==> src/rtl/seg_counter_n.sv <==
// DIGITS-wide hex/BCD up/down counter stepped by a CLOCK_50 prescaler, with
// pause, synchronous clear, a full-wrap pulse and registered 7-segment outputs.
module seg_counter_n #(
    parameter int DIGITS   = 8,
    parameter int PRESCALE = 50000000,
    parameter int BLANK_LZ = 0
) (
    input  logic                  CLOCK_50,
    input  logic                  reset,
    input  logic                  sw_pause,
    input  logic                  sw_down,
    input  logic                  sw_bcd,
    input  logic                  clear,
    output logic [4*DIGITS-1:0]   count,
    output logic [7*DIGITS-1:0]   HEX,
    output logic                  wrap
);
    localparam int CW = 4 * DIGITS;
    localparam int HW = 7 * DIGITS;
    localparam int PW = (PRESCALE > 1) ? $clog2(PRESCALE) : 1;
    localparam logic [PW-1:0] PRE_LAST = PW'(PRESCALE - 1);

    logic [PW-1:0] presc_q, presc_d;
    logic [CW-1:0] count_q, count_d;
    logic [CW-1:0] cnt_stepped;
    logic [HW-1:0] hex_q;
    logic          wrap_q, wrap_d;
    logic          bcd_q;
    logic          step;
    logic          bcd_chg;
    logic          full_wrap;
    logic [3:0]    dig;
    logic [3:0]    dmax;
    logic          carry;

    function automatic logic [6:0] seg7(input logic [3:0] v);
        logic [6:0] s;
        case (v)
            4'h0:    s = 7'b1000000;
            4'h1:    s = 7'b1111001;
            4'h2:    s = 7'b0100100;
            4'h3:    s = 7'b0110000;
            4'h4:    s = 7'b0011001;
            4'h5:    s = 7'b0010010;
            4'h6:    s = 7'b0000010;
            4'h7:    s = 7'b1111000;
            4'h8:    s = 7'b0000000;
            4'h9:    s = 7'b0011000;
            4'ha:    s = 7'b0001000;
            4'hb:    s = 7'b0000011;
            4'hc:    s = 7'b0100111;
            4'hd:    s = 7'b0100001;
            4'he:    s = 7'b0000110;
            default: s = 7'b0001110;
        endcase
        return s;
    endfunction

    // Leading-zero run is tracked from the top digit down; digit 0 always shows.
    function automatic logic [HW-1:0] display(input logic [CW-1:0] c);
        logic [HW-1:0] h;
        logic          lead;
        h    = '0;
        lead = 1'b1;
        for (int k = DIGITS - 1; k >= 0; k--) begin
            lead = lead && (c[4*k +: 4] == 4'd0);
            if ((BLANK_LZ != 0) && (k != 0) && lead)
                h[7*k +: 7] = 7'b1111111;
            else
                h[7*k +: 7] = seg7(c[4*k +: 4]);
        end
        return h;
    endfunction

    // Ripple carry/borrow through the digits; a carry out of the top digit is a full wrap.
    always_comb begin
        cnt_stepped = count_q;
        dig         = '0;
        dmax        = sw_bcd ? 4'd9 : 4'd15;
        carry       = 1'b1;
        for (int k = 0; k < DIGITS; k++) begin
            dig = count_q[4*k +: 4];
            if (carry) begin
                if (sw_down) begin
                    cnt_stepped[4*k +: 4] = (dig == 4'd0) ? dmax : dig - 4'd1;
                    carry                 = (dig == 4'd0);
                end else begin
                    cnt_stepped[4*k +: 4] = (dig == dmax) ? 4'd0 : dig + 4'd1;
                    carry                 = (dig == dmax);
                end
            end
        end
        full_wrap = carry;
    end

    always_comb begin
        step    = !sw_pause && (presc_q == PRE_LAST);
        bcd_chg = (sw_bcd != bcd_q);
        presc_d = presc_q;
        count_d = count_q;
        wrap_d  = 1'b0;
        if (!sw_pause)
            presc_d = (presc_q == PRE_LAST) ? '0 : presc_q + PW'(1);
        if (clear) begin
            count_d = '0;
            presc_d = '0;
        end else if (bcd_chg) begin
            count_d = '0;
        end else if (step) begin
            count_d = cnt_stepped;
            wrap_d  = full_wrap;
        end
    end

    always_ff @(posedge CLOCK_50 or posedge reset) begin
        if (reset) begin
            presc_q <= '0;
            count_q <= '0;
            wrap_q  <= 1'b0;
            bcd_q   <= 1'b0;
            hex_q   <= display('0);
        end else begin
            presc_q <= presc_d;
            count_q <= count_d;
            wrap_q  <= wrap_d;
            bcd_q   <= sw_bcd;
            hex_q   <= display(count_q);
        end
    end

    assign count = count_q;
    assign HEX   = hex_q;
    assign wrap  = wrap_q;

endmodule

==> config.mk <==
export PLATFORM = sky130hd
export DESIGN_NAME = seg_counter_n
export DESIGN_NICKNAME = d
export VERILOG_FILES = /design/src/rtl/seg_counter_n.sv
export SDC_FILE = /design/constraint.sdc
export NUM_CORES = 1
export LEC_CHECK = 0
export CORE_MARGIN = 1.5
export CORE_UTILIZATION = 26
export CTS_CLUSTER_DIAMETER = 150
export DETAILED_ROUTE_END_ITERATION = 7
export PLACE_DENSITY = 0.52
export SLEW_MARGIN = 20
export SYNTH_ARGS = -nofsm -noshare
export SYNTH_HDL_FRONTEND = slang
export SYNTH_SLANG_ARGS = --single-unit
==> constraint.sdc <==
create_clock -name CLOCK_50 -period 4.6 [get_ports CLOCK_50]
set_clock_uncertainty 0.15 [all_clocks]
set_input_delay 0.92 -clock CLOCK_50 [delete_from_list [all_inputs] [get_ports CLOCK_50]]
set_output_delay 0.92 -clock CLOCK_50 [all_outputs]
set_load 0.005 [all_outputs]
==> out/results.ini, run 1 <==
[status]
status = finished clean

[setup_path]
r2r-end = count[22]
cp_max_fo = 13
start_kind = primary input
required_ns = 4.76
cp.arrival_ns = 3.75
cp-startpoint = sw_bcd
max_stage_delay_ns = 0.70
cpMaxStageDelayCell = clkdlybuf4s50_1
r2r_slack_ns = 1.45
r2r_start = count[9]
rr_worst_depth = 8
cp_cell_sequence = clkdlybuf4s50_1 > buf_4 > nand3b_1 > a211oi_2 > o2111ai_4 > nor3_4 > nand2_2 > a31o_1
critPathKind = primary input to flop
end_kind = flop

[drt]
drt-met1-wl_mm = 8.90
drt_wl_total_mm = 19.0
detail-route-antenna-nets = 0
num_vias = 6191
met3WireLength_microns = 889
drcViolationCount = 0
dr.max_layer_used = met4
drt_iter0_drc = 387
post_drt_wl_per_cell_microns = 14.9
met2WireLength_mm = 9.01
first_pass_iters = 5
vias_per_cell = 4.86

[yosys]
yosys_warnings = 0
synth_seq_cells = 116
yosys.area.top_type = dfrtp_1
ys_seq_area_frac = 0.399
syn-num-nets = 855
netlist_area_sq_mm = 0.00729
synth_edf_count = 0
synth_cell_types = 81
synthFlopType = dfrtp_1
synthArstFlopShare = 1.00
syn-mean-instance-area_sq_um = 8.94
synthTopCellsByArea = dfrtp_1, ha_1, o21ai_0
synth_top_cell_area_share = 0.370
synthCells = 816

[placed_design]
port_buffers = 94
dp.final_hpwl_mm = 13.1
gp_congestion = 0.781

[sta]
tns_ns = 0
relSlewSlack = 0.493
setup_violations = 0
worst_pin_slew_ns = 0.760
holdWs_ns = 0.358
hold_viol = 0
rsz0062_at_grt = false
fin_crit_ns = 3.58
min_period_over_period = 0.779
max_freq_ghz = 0.279
maxSlewViolCount = 0

[finish]
final_nets = 922
fillers = 2888
syn_to_final_growth_pct = 25.9
multi_input_area_sq_mm = 0.00399
layout-drive-gt1-share = 0.0926
utilization = 0.332
seq_area_sq_mm = 0.00291

[clocking]
cts_max_path_buffers = 2
cts.repair.resized = 0
cts_buffers = 17
postCtsHoldBufs = 0
cts_tree = done
path_clk_slew_ns = 0.06
clk_latency_ns = 0.42
h-tree-depth = 4
cts-root-buf = clkbuf_16
cts.sinks = 116
post-cts-setup-buffers = 0

[die]
initial_core_util = 0.263
die-width_microns = 171
core_area_sq_mm = 0.0277
ios = 95
die_y_microns = 171
die_area_sq_mm = 0.0291
num_rows = 61

[power_and_ir_drop]
swShare = 0.223
clkPwrFrac = 0.567
powerDensity_mw_per_mm2 = 284
combinationalPowerShare = 0.040
leakage_nw = 3.68
peakVddDrop_mv = 0.250
p_int_mw = 2.03
p_total_mw = 2.61
seqPwrFrac = 0.393
power.switching_mw = 0.582

[min_path]
hold_class = flop to flop
min_to = presc_q[22]
hold_depth = 1
min-delay-start = presc_q[22]

[grt]
first_global_vias = 6072
grt_usage = 0.138
grt_max_degree = 61
grt_pass1_wl_mm = 32.0
antenna_found_initial = 1
grt_overflow = 0

[run]
drv_cap = 0

## how the worst max path moves through the flow
stage	to	cells after the start	slack, ns
after floorplan	HEX[0]	1	0.47
after global placement	count[22]	8	0.63
after detailed placement	count[22]	8	0.58
after CTS	count[22]	8	1.03
after global routing	count[22]	8	0.78
final	count[22]	8	1.02
## power by group through the flow
stage                     Combinational [mW]  Sequential (mW)  Clock, mW
after floorplan                       0.0762             1.04          0
after global placement                 0.108             1.04          0
after detailed placement               0.108             1.04          0
after CTS                              0.108             1.02       1.52
after global routing                   0.120             1.02       1.56
final                                  0.105             1.03       1.48
## cell type report
type                    count  area share
multi-input cells         609       0.435
repair buffers            104       0.111
flip-flops and latches    116       0.317
clock buffers              18      0.0478
clock inverters            14      0.0227
well taps                 378      0.0515
diodes                      1    0.000272
inverters                  35      0.0146
## cell usage after synthesis (8+ instances only)
library cell and number:
mux2i_1 28, o211ai_1 9, nor3_1 13, nand4_1 8, xor2_1 14, nand2_1 82
nor2b_1 12, dfrtp_1 108, o21ai_0 74, and3_1 9, xnor2_1 9, a21oi_1 57
nor2_1 81, or3_1 11, nor3b_1 10, nand3b_1 12, inv_1 31, dfstp_2 8
clkbuf_1 42, nand3_1 18, a211oi_1 17, ha_1 33
## stage by stage
stage | setup WS [ns] | area, sq um | cells
floorplan | 0.471 | 7290 | 816
global placement | 0.632 | 8540 | 1242
detailed placement | 0.580 | 8540 | 1242
CTS | 1.03 | 9180 | 1274
global route | 0.780 | 9180 | 1274
finish | 1.02 | 9190 | 1275
## cells in the final DEF, fill, tap and decap left out, drive strengths merged, types with 4 or more instances in the layout
cell type,count
nor2b,12
a31oi,5
a21o,7
nand2,83
nor3b,10
clkinvlp,4
o22ai,4
nor4,9
nand3,18
a31o,5
or3b,5
nand2b,6
dfrtp,108
inv,31
clkinv,9
bufinv,5
nand3b,12
nor3,14
xor2,14
nor2,81
a21oi,57
o21ai,74
o211ai,9
dfstp,8
or3,11
a211oi,19
clkbuf,18
xnor2,9
clkdlybuf4s50,93
and2,4
mux4,4
and3,10
o21bai,6
mux2i,28
ha,33
o31ai,5
nand4,8
buf,11
## routing by layer
| layer | vias to the layer above | global-route usage |
|---|---|---|
| met5 | - | 0 |
| met4 | 0 | 0.0419 |
| met3 | 16 | 0.0359 |
| met2 | 118 | 0.220 |
| met1 | 3009 | 0.181 |
| li1 | 3048 | - |
## registers in the layout (all words and copies together), names as in the netlist
| register | flops |
|---|---|
| HEX | 56 |
| bcd_q | 1 |
| count | 32 |
| presc_q | 26 |
| wrap | 1 |
## critical path: cells and delay by family
kind	cells	cell delay [ns]
buffers and inverters	2	1.02
and+or+nand+nor	3	0.88
AOI/OAI and AO/OA	3	0.91
## logic make-up (layout without fill, tap and decap cells)
group	Yosys count	count (layout)	synth area share
flip-flops	116	116	0.399
XOR/XNOR	23	23	0.0276
AO/OA/AOI/OAI	224	224	0.197
other	0	1	0
adder cells (fa/ha/maj)	33	33	0.0566
AND/OR/NAND/NOR	296	296	0.214
buffers and inverters	91	171	0.0533
multiplexers	33	33	0.0523
Power figures use the tool's default switching activity.
==> run 2: changes to the inputs <==
==> constraint.sdc (replaced) <==
create_clock -name CLOCK_50 -period 3.6 [get_ports CLOCK_50]
set_clock_uncertainty 0.15 [all_clocks]
set_input_delay 0.72 -clock CLOCK_50 [delete_from_list [all_inputs] [get_ports CLOCK_50]]
set_output_delay 0.72 -clock CLOCK_50 [all_outputs]
set_load 0.005 [all_outputs]
==> run 2 against run 1 <==
Routed wire length down 0.17%. Via count is 0.36% higher. Combinational power grew 31%. Clock-buffer cell count up 6. Flip-flop and latch count unchanged. Non-clock buffer count is 21 higher. Clock power rose by 5%. Final area rose by 0.44%. Critical path depth unchanged. Power rose by 15%. Core utilization grew 0.14 points. Largest power group unchanged.
==> out/results.ini, run 2 (synthesized netlist as in run 1, its figures left out) <==
[drt]
post_drt_wl_per_cell_microns = 14.7  ; was 14.9 microns
first_pass_iters = 4  ; was 5
detail-route-antenna-nets = 0  ; unchanged
drt_wl_total_mm = 19.0  ; about the same
drcViolationCount = 0  ; unchanged
vias_per_cell = 4.80  ; was 4.86
num_vias = 6213  ; was 6191
drt_iter0_drc = 396  ; was 387

[setup_path]
cp_max_fo = 9  ; was 13
r2r-end = count[24]  ; was count[22]
path_buf_inv = 3  ; was 2
cpMaxStageDelayCell = clkdlybuf4s50_1  ; unchanged
max_stage_delay_ns = 0.73  ; was 0.70 ns
cp_cell_sequence = clkdlybuf4s50_1 > buf_4 > or3b_1 > a211oi_1 > a2bb2oi_1 > nor4b_4 > buf_4 > mux2i_1  ; was clkdlybuf4s50_1 > buf_4 > nand3b_1 > a211oi_2 > o2111ai_4 > nor3_4 > nand2_2 > a31o_1
r2r_start = presc_q[16]  ; was count[9]
critPathKind = primary input to flop  ; unchanged
rr_worst_depth = 6  ; was 8
start_kind = primary input  ; unchanged
crit_top_cell = buf_4
crit_family = buffers and inverters  ; unchanged
required_ns = 3.78  ; was 4.76 ns
end_kind = flop  ; unchanged
cp.arrival_ns = 3.34  ; was 3.75 ns
r2r_slack_ns = 0.74  ; was 1.45 ns

[power_and_ir_drop]
p_total_mw = 3.01  ; was 2.61 mW
powerDensity_mw_per_mm2 = 326  ; was 284 mW/mm^2
peakVddDrop_mv = 0.316  ; was 0.250 mV
leakage_nw = 3.74  ; was 3.68 nW

[clocking]
cts_buffers = 17  ; unchanged
path_clk_slew_ns = 0.06  ; about the same
cts_max_path_buffers = 2  ; unchanged
cts-root-buf = clkbuf_16  ; unchanged
cts.sinks = 116  ; unchanged
h-tree-depth = 4  ; unchanged
postCtsHoldBufs = 0  ; unchanged
post-cts-setup-buffers = 0  ; unchanged
cts_tree = done  ; unchanged
clk_latency_ns = 0.41  ; was 0.42 ns
cts.repair.resized = 0  ; unchanged

[sta]
setup_violations = 0  ; unchanged
tns_ns = 0  ; unchanged
rsz0062_at_grt = false  ; unchanged
maxSlewViolCount = 0  ; unchanged
holdWs_ns = 0.355  ; was 0.358 ns
worst_pin_slew_ns = 0.707  ; was 0.760 ns
hold_viol = 0  ; unchanged
fin_crit_ns = 3.16
relSlewSlack = 0.528  ; was 0.493
min_period_over_period = 0.879
max_freq_ghz = 0.316

[grt]
grt_pass1_wl_mm = 32.0  ; about the same
grt_max_degree = 117  ; was 61
first_global_vias = 6108  ; was 6072
antenna_found_initial = 0  ; was 1
grt_overflow = 0  ; unchanged
grt_usage = 0.138  ; about the same

[status]
status = finished clean  ; unchanged

[finish]
antenna_cells = 0  ; was 1
fillers = 2835  ; was 2888
final_nets = 943  ; was 922
final_cell_mix = dfrtp_1, clkdlybuf4s50_1, nand2_1, nor2_1, o21ai_0  ; unchanged
syn_to_final_growth_pct = 26.5  ; was 25.9%
largest_register_ffs = 56  ; unchanged
layout.cells.non_filler = 1294  ; was 1275
layout-drive-gt1-share = 0.107  ; was 0.0926
final_common_cell = dfrtp_1  ; unchanged

[placed_design]
placedCellCount = 1263  ; was 1242
gp_congestion = 0.781  ; about the same
dp.final_hpwl_mm = 13.1  ; about the same
port_buffers = 94  ; unchanged

[die]
num_rows = 61  ; unchanged
ios = 95  ; unchanged
core_area_sq_mm = 0.0277  ; unchanged
die_area_sq_mm = 0.0291  ; unchanged
die_y_microns = 171  ; unchanged
initial_core_util = 0.263  ; unchanged
die-width_microns = 171  ; unchanged

[min_path]
hold_class = flop to flop  ; unchanged
min-delay-start = presc_q[22]  ; unchanged
min_to = presc_q[22]  ; unchanged
hold_depth = 1  ; unchanged

[run]
drv_cap = 0  ; unchanged

==> run 2: cell count changes in the layout (fill, tap and decap cells not counted) <==
cell and delta:
bufinv_16 -4, clkbuf_8 +1, clkinvlp_4 -3, diode_2 -1
inv_4 -1, buf_4 +21, clkinv_2 +2, clkinv_4 -1
clkbuf_1 +5
==> run 2: worst max path at each step <==
stage / startpoint / endpoint / slack, ns / cells past startpoint
finish: sw_bcd / count[30] / 0.44 / 8
global route: sw_bcd / count[30] / 0.28 / 8
CTS: sw_bcd / count[30] / 0.46 / 8
detailed placement: sw_bcd / count[30] / 0.06 / 8
global placement: sw_bcd / count[24] / 0.09 / 7
floorplan: count[8] / count[22] / 0.94 / 9
==> run 2: power by group <==
group	leakage, nW	internal, mW	switching, mW	total, mW
Clock	0.267	0.973	0.584	1.56
Combinational	1.88	0.0426	0.0958	0.138
Sequential	1.59	1.31	0.00255	1.31
==> run 2: final cells by class <==
| cell class | instances | area (sq um) | area share |
|---|---|---|---|
| flip-flops and latches | 116 | 2910 | 0.316 |
| repair buffers | 125 | 1180 | 0.128 |
| inverters | 35 | 135 | 0.0146 |
| multi-input cells | 609 | 3990 | 0.433 |
| clock inverters | 7 | 60.1 | 0.00651 |
| clock buffers | 24 | 472 | 0.0511 |
| well taps | 378 | 473 | 0.0513 |
==> run 2: metrics by stage <==
step | worst slack (ns) | area (sq um) | util
after floorplan | 0.943 | 7300 | -
after global placement | 0.0939 | 8690 | 0.314
after detailed placement | 0.0627 | 8690 | 0.314
after CTS | 0.462 | 9230 | 0.333
after global routing | 0.276 | 9230 | 0.333
final | 0.437 | 9230 | 0.333
==> run 2: worst register-to-register path: stages (launching register included) <==
cell,delay [ns]
dfrtp_1,0.42
or4bb_1,0.67
nor4_2,0.35
o2111ai_1,0.28
nor4_4,0.55
nor3b_1,0.24
nor3_1,0.06
==> run 2: layer usage <==
metal | wire length [microns] | global-route usage | vias up
li1 | - | - | 3091
met1 | 8880 | 0.178 | 2980
met2 | 8950 | 0.226 | 123
met3 | 882 | 0.0345 | 19
met4 | 280 | 0.0427 | 0
met5 | 0 | 0 | -
==> run 3: changes to the inputs <==
--- a/config.mk
+++ b/config.mk
@@ -6,10 +6,10 @@
 export NUM_CORES = 1
 export LEC_CHECK = 0
 export CORE_MARGIN = 1.5
-export CORE_UTILIZATION = 26
+export CORE_UTILIZATION = 45
 export CTS_CLUSTER_DIAMETER = 150
 export DETAILED_ROUTE_END_ITERATION = 7
-export PLACE_DENSITY = 0.52
+export PLACE_DENSITY = 0.75
 export SLEW_MARGIN = 20
 export SYNTH_ARGS = -nofsm -noshare
 export SYNTH_HDL_FRONTEND = slang
==> run 3 against run 2 <==
Sequential share of layout area increased by 0.62 points. Core utilization increased by 24 points. Critical path depth unchanged. Critical path type unchanged. Sequential power about the same. Fmax decreased by 2.3%. Non-clock buffer count decreased by 10. Hold slack improved by 0.012 ns. Routed wire length decreased by 9.0%.
==> out/results.ini, run 3 (synthesized netlist as in run 1, its figures left out) <==
[run]
drv_cap = 0  ; unchanged

[clocking]
cts_max_path_buffers = 2  ; unchanged
cts.repair.resized = 0  ; unchanged
post-cts-setup-buffers = 0  ; unchanged
cts_tree = done  ; unchanged
cts-root-buf = clkbuf_16  ; unchanged
cts.sinks = 116  ; unchanged
h-tree-depth = 4  ; unchanged
path_clk_slew_ns = 0.05  ; was 0.06 ns
cts_buffers = 17  ; unchanged
postCtsHoldBufs = 0  ; unchanged
clk_latency_ns = 0.42  ; was 0.41 ns

[finish]
syn_to_final_growth_pct = 24.0  ; was 26.5%
final_common_cell = dfrtp_1  ; unchanged
largest_register_ffs = 56  ; unchanged
final_cell_mix = dfrtp_1, clkdlybuf4s50_1, nand2_1, nor2_1, o21ai_0  ; unchanged
final_nets = 933  ; was 943
layout-drive-gt1-share = 0.0992  ; was 0.107
layout.cells.non_filler = 1123  ; was 1294
fillers = 1405  ; was 2835
antenna_cells = 0  ; unchanged

[die]
die-width_microns = 130  ; was 171 microns
ios = 95  ; unchanged
num_rows = 46  ; was 61
die_y_microns = 130  ; was 171 microns
die_area_sq_mm = 0.0170  ; was 0.0291 sq mm
core_area_sq_mm = 0.0159  ; was 0.0277 sq mm
initial_core_util = 0.459  ; was 0.263

[power_and_ir_drop]
powerDensity_mw_per_mm2 = 358  ; was 326 mW/mm^2
swShare = 0.214  ; was 0.227
combinationalPowerShare = 0.042  ; was 0.046
peakVddDrop_mv = 0.315  ; was 0.316 mV
seqPwrFrac = 0.405  ; was 0.436
p_int_mw = 2.54  ; was 2.32 mW
clkPwrFrac = 0.553  ; was 0.518
p_total_mw = 3.24  ; was 3.01 mW
power.switching_mw = 0.694  ; was 0.683 mW
leakage_nw = 3.73  ; was 3.74 nW

[setup_path]
cp.arrival_ns = 3.40  ; was 3.34 ns
cp_cell_sequence = clkdlybuf4s50_1 > buf_4 > nand3b_1 > a211oi_2 > o2111ai_4 > nor3_4 > nand2_2 > a31o_1  ; was clkdlybuf4s50_1 > buf_4 > or3b_1 > a211oi_1 > a2bb2oi_1 > nor4b_4 > buf_4 > mux2i_1
end_kind = flop  ; unchanged
cp_max_fo = 13  ; was 9
critPathKind = primary input to flop  ; unchanged
start_kind = primary input  ; unchanged
max_stage_delay_ns = 0.58  ; was 0.73 ns
required_ns = 3.76  ; was 3.78 ns
cpMaxStageDelayCell = clkdlybuf4s50_1  ; unchanged

[drt]
detail-route-antenna-nets = 0  ; unchanged
drt_wl_total_mm = 17.3  ; was 19.0 mm
drcViolationCount = 0  ; unchanged
vias_per_cell = 5.66  ; was 4.80
num_vias = 6352  ; was 6213
first_pass_iters = 5  ; was 4
post_drt_wl_per_cell_microns = 15.4  ; was 14.7 microns
drt_iter0_drc = 648  ; was 396

[grt]
grt_overflow = 0  ; unchanged
antenna_found_initial = 0  ; unchanged
first_global_vias = 5820  ; was 6108
grt_max_degree = 55  ; was 117
grt_pass1_wl_mm = 28.8  ; was 32.0 mm
grt_usage = 0.214  ; was 0.138

[sta]
fin_crit_ns = 3.24  ; was 3.16 ns
max_freq_ghz = 0.309  ; was 0.316 GHz
worst_pin_slew_ns = 0.704  ; was 0.707 ns
rsz0062_at_grt = false  ; unchanged
relSlewSlack = 0.531  ; was 0.528
min_period_over_period = 0.900  ; was 0.879
setup_violations = 0  ; unchanged
holdWs_ns = 0.367  ; was 0.355 ns
hold_viol = 0  ; unchanged
maxSlewViolCount = 0  ; unchanged

[min_path]
hold_class = flop to flop  ; unchanged

[placed_design]
gp_congestion = 0.833  ; was 0.781
placedCellCount = 1091  ; was 1263
port_buffers = 94  ; unchanged
dp.final_hpwl_mm = 11.7  ; was 13.1 mm

[status]
status = finished clean  ; unchanged

[run 3: changes by cell type in the layout (fill, tap and decap cells not counted), sizes merged]
| cell | change |
|---|---|
| clkbuf | -1 |
| buf | -10 |
| clkinv | -2 |
| bufinv | +3 |
| clkinvlp | +1 |
[run 3: worst paths after layout]
kind	start	end	slack, ns	depth (start not counted)
setup / recovery	sw_bcd	count[22]	0.36	8
max in group asynchronous	reset	HEX[34]	1.96	3
hold / removal	presc_q[22]	presc_q[22]	0.37	1
min in group asynchronous	reset	presc_q[7]	0.59	2
hold reg to reg	presc_q[22]	presc_q[22]	0.37	1
setup reg to reg	count[8]	count[22]	0.53	8
[run 3: final cells by class]
class / count / area, sq um / share of cell area
Tap cell: 216 / 270 / 0.0299
Clock inverter: 9 / 151 / 0.0167
Clock buffer: 23 / 468 / 0.0517
Inverter: 35 / 135 / 0.0149
Multi-Input combinational cell: 609 / 3990 / 0.441
Timing Repair Buffer: 115 / 1120 / 0.124
Sequential cell: 116 / 2910 / 0.322
[run 3: power by group through the flow]
stage                     sequential, mW  combinational [mW]  clock, mW
after floorplan                     1.33              0.0976          0
after global placement              1.33               0.133          0
after detailed placement            1.33               0.135          0
after CTS                           1.31               0.136       1.82
after global routing                1.31               0.152       1.88
final                               1.31               0.135       1.79
[run 3: critical path, delay by kind of cell]
family,cells,cell delay (ns)
buf+inv,2,0.86
simple gates,3,0.88
compound gates,3,0.93
[run 3: routing by layer]
layer,global-route usage,wire [microns],vias up
li1,-,-,3070
met2,0.339,8400,185
met3,0.0537,966,26
met1,0.283,7660,3071
met5,0,0,-
met4,0.0791,263,0
[run 3: stage by stage]
stage                     worst slack (ns)  instance area, sq um  utilization   TNS, ns
after floorplan                      0.943                  7300            -         0
after CTS                            0.424                  9050        0.570         0
after global placement              0.0508                  8430        0.531         0
after global routing                 0.209                  9050        0.570         0
final                                0.362                  9050        0.570         0
after detailed placement          -0.00325                  8430        0.531  -0.00325
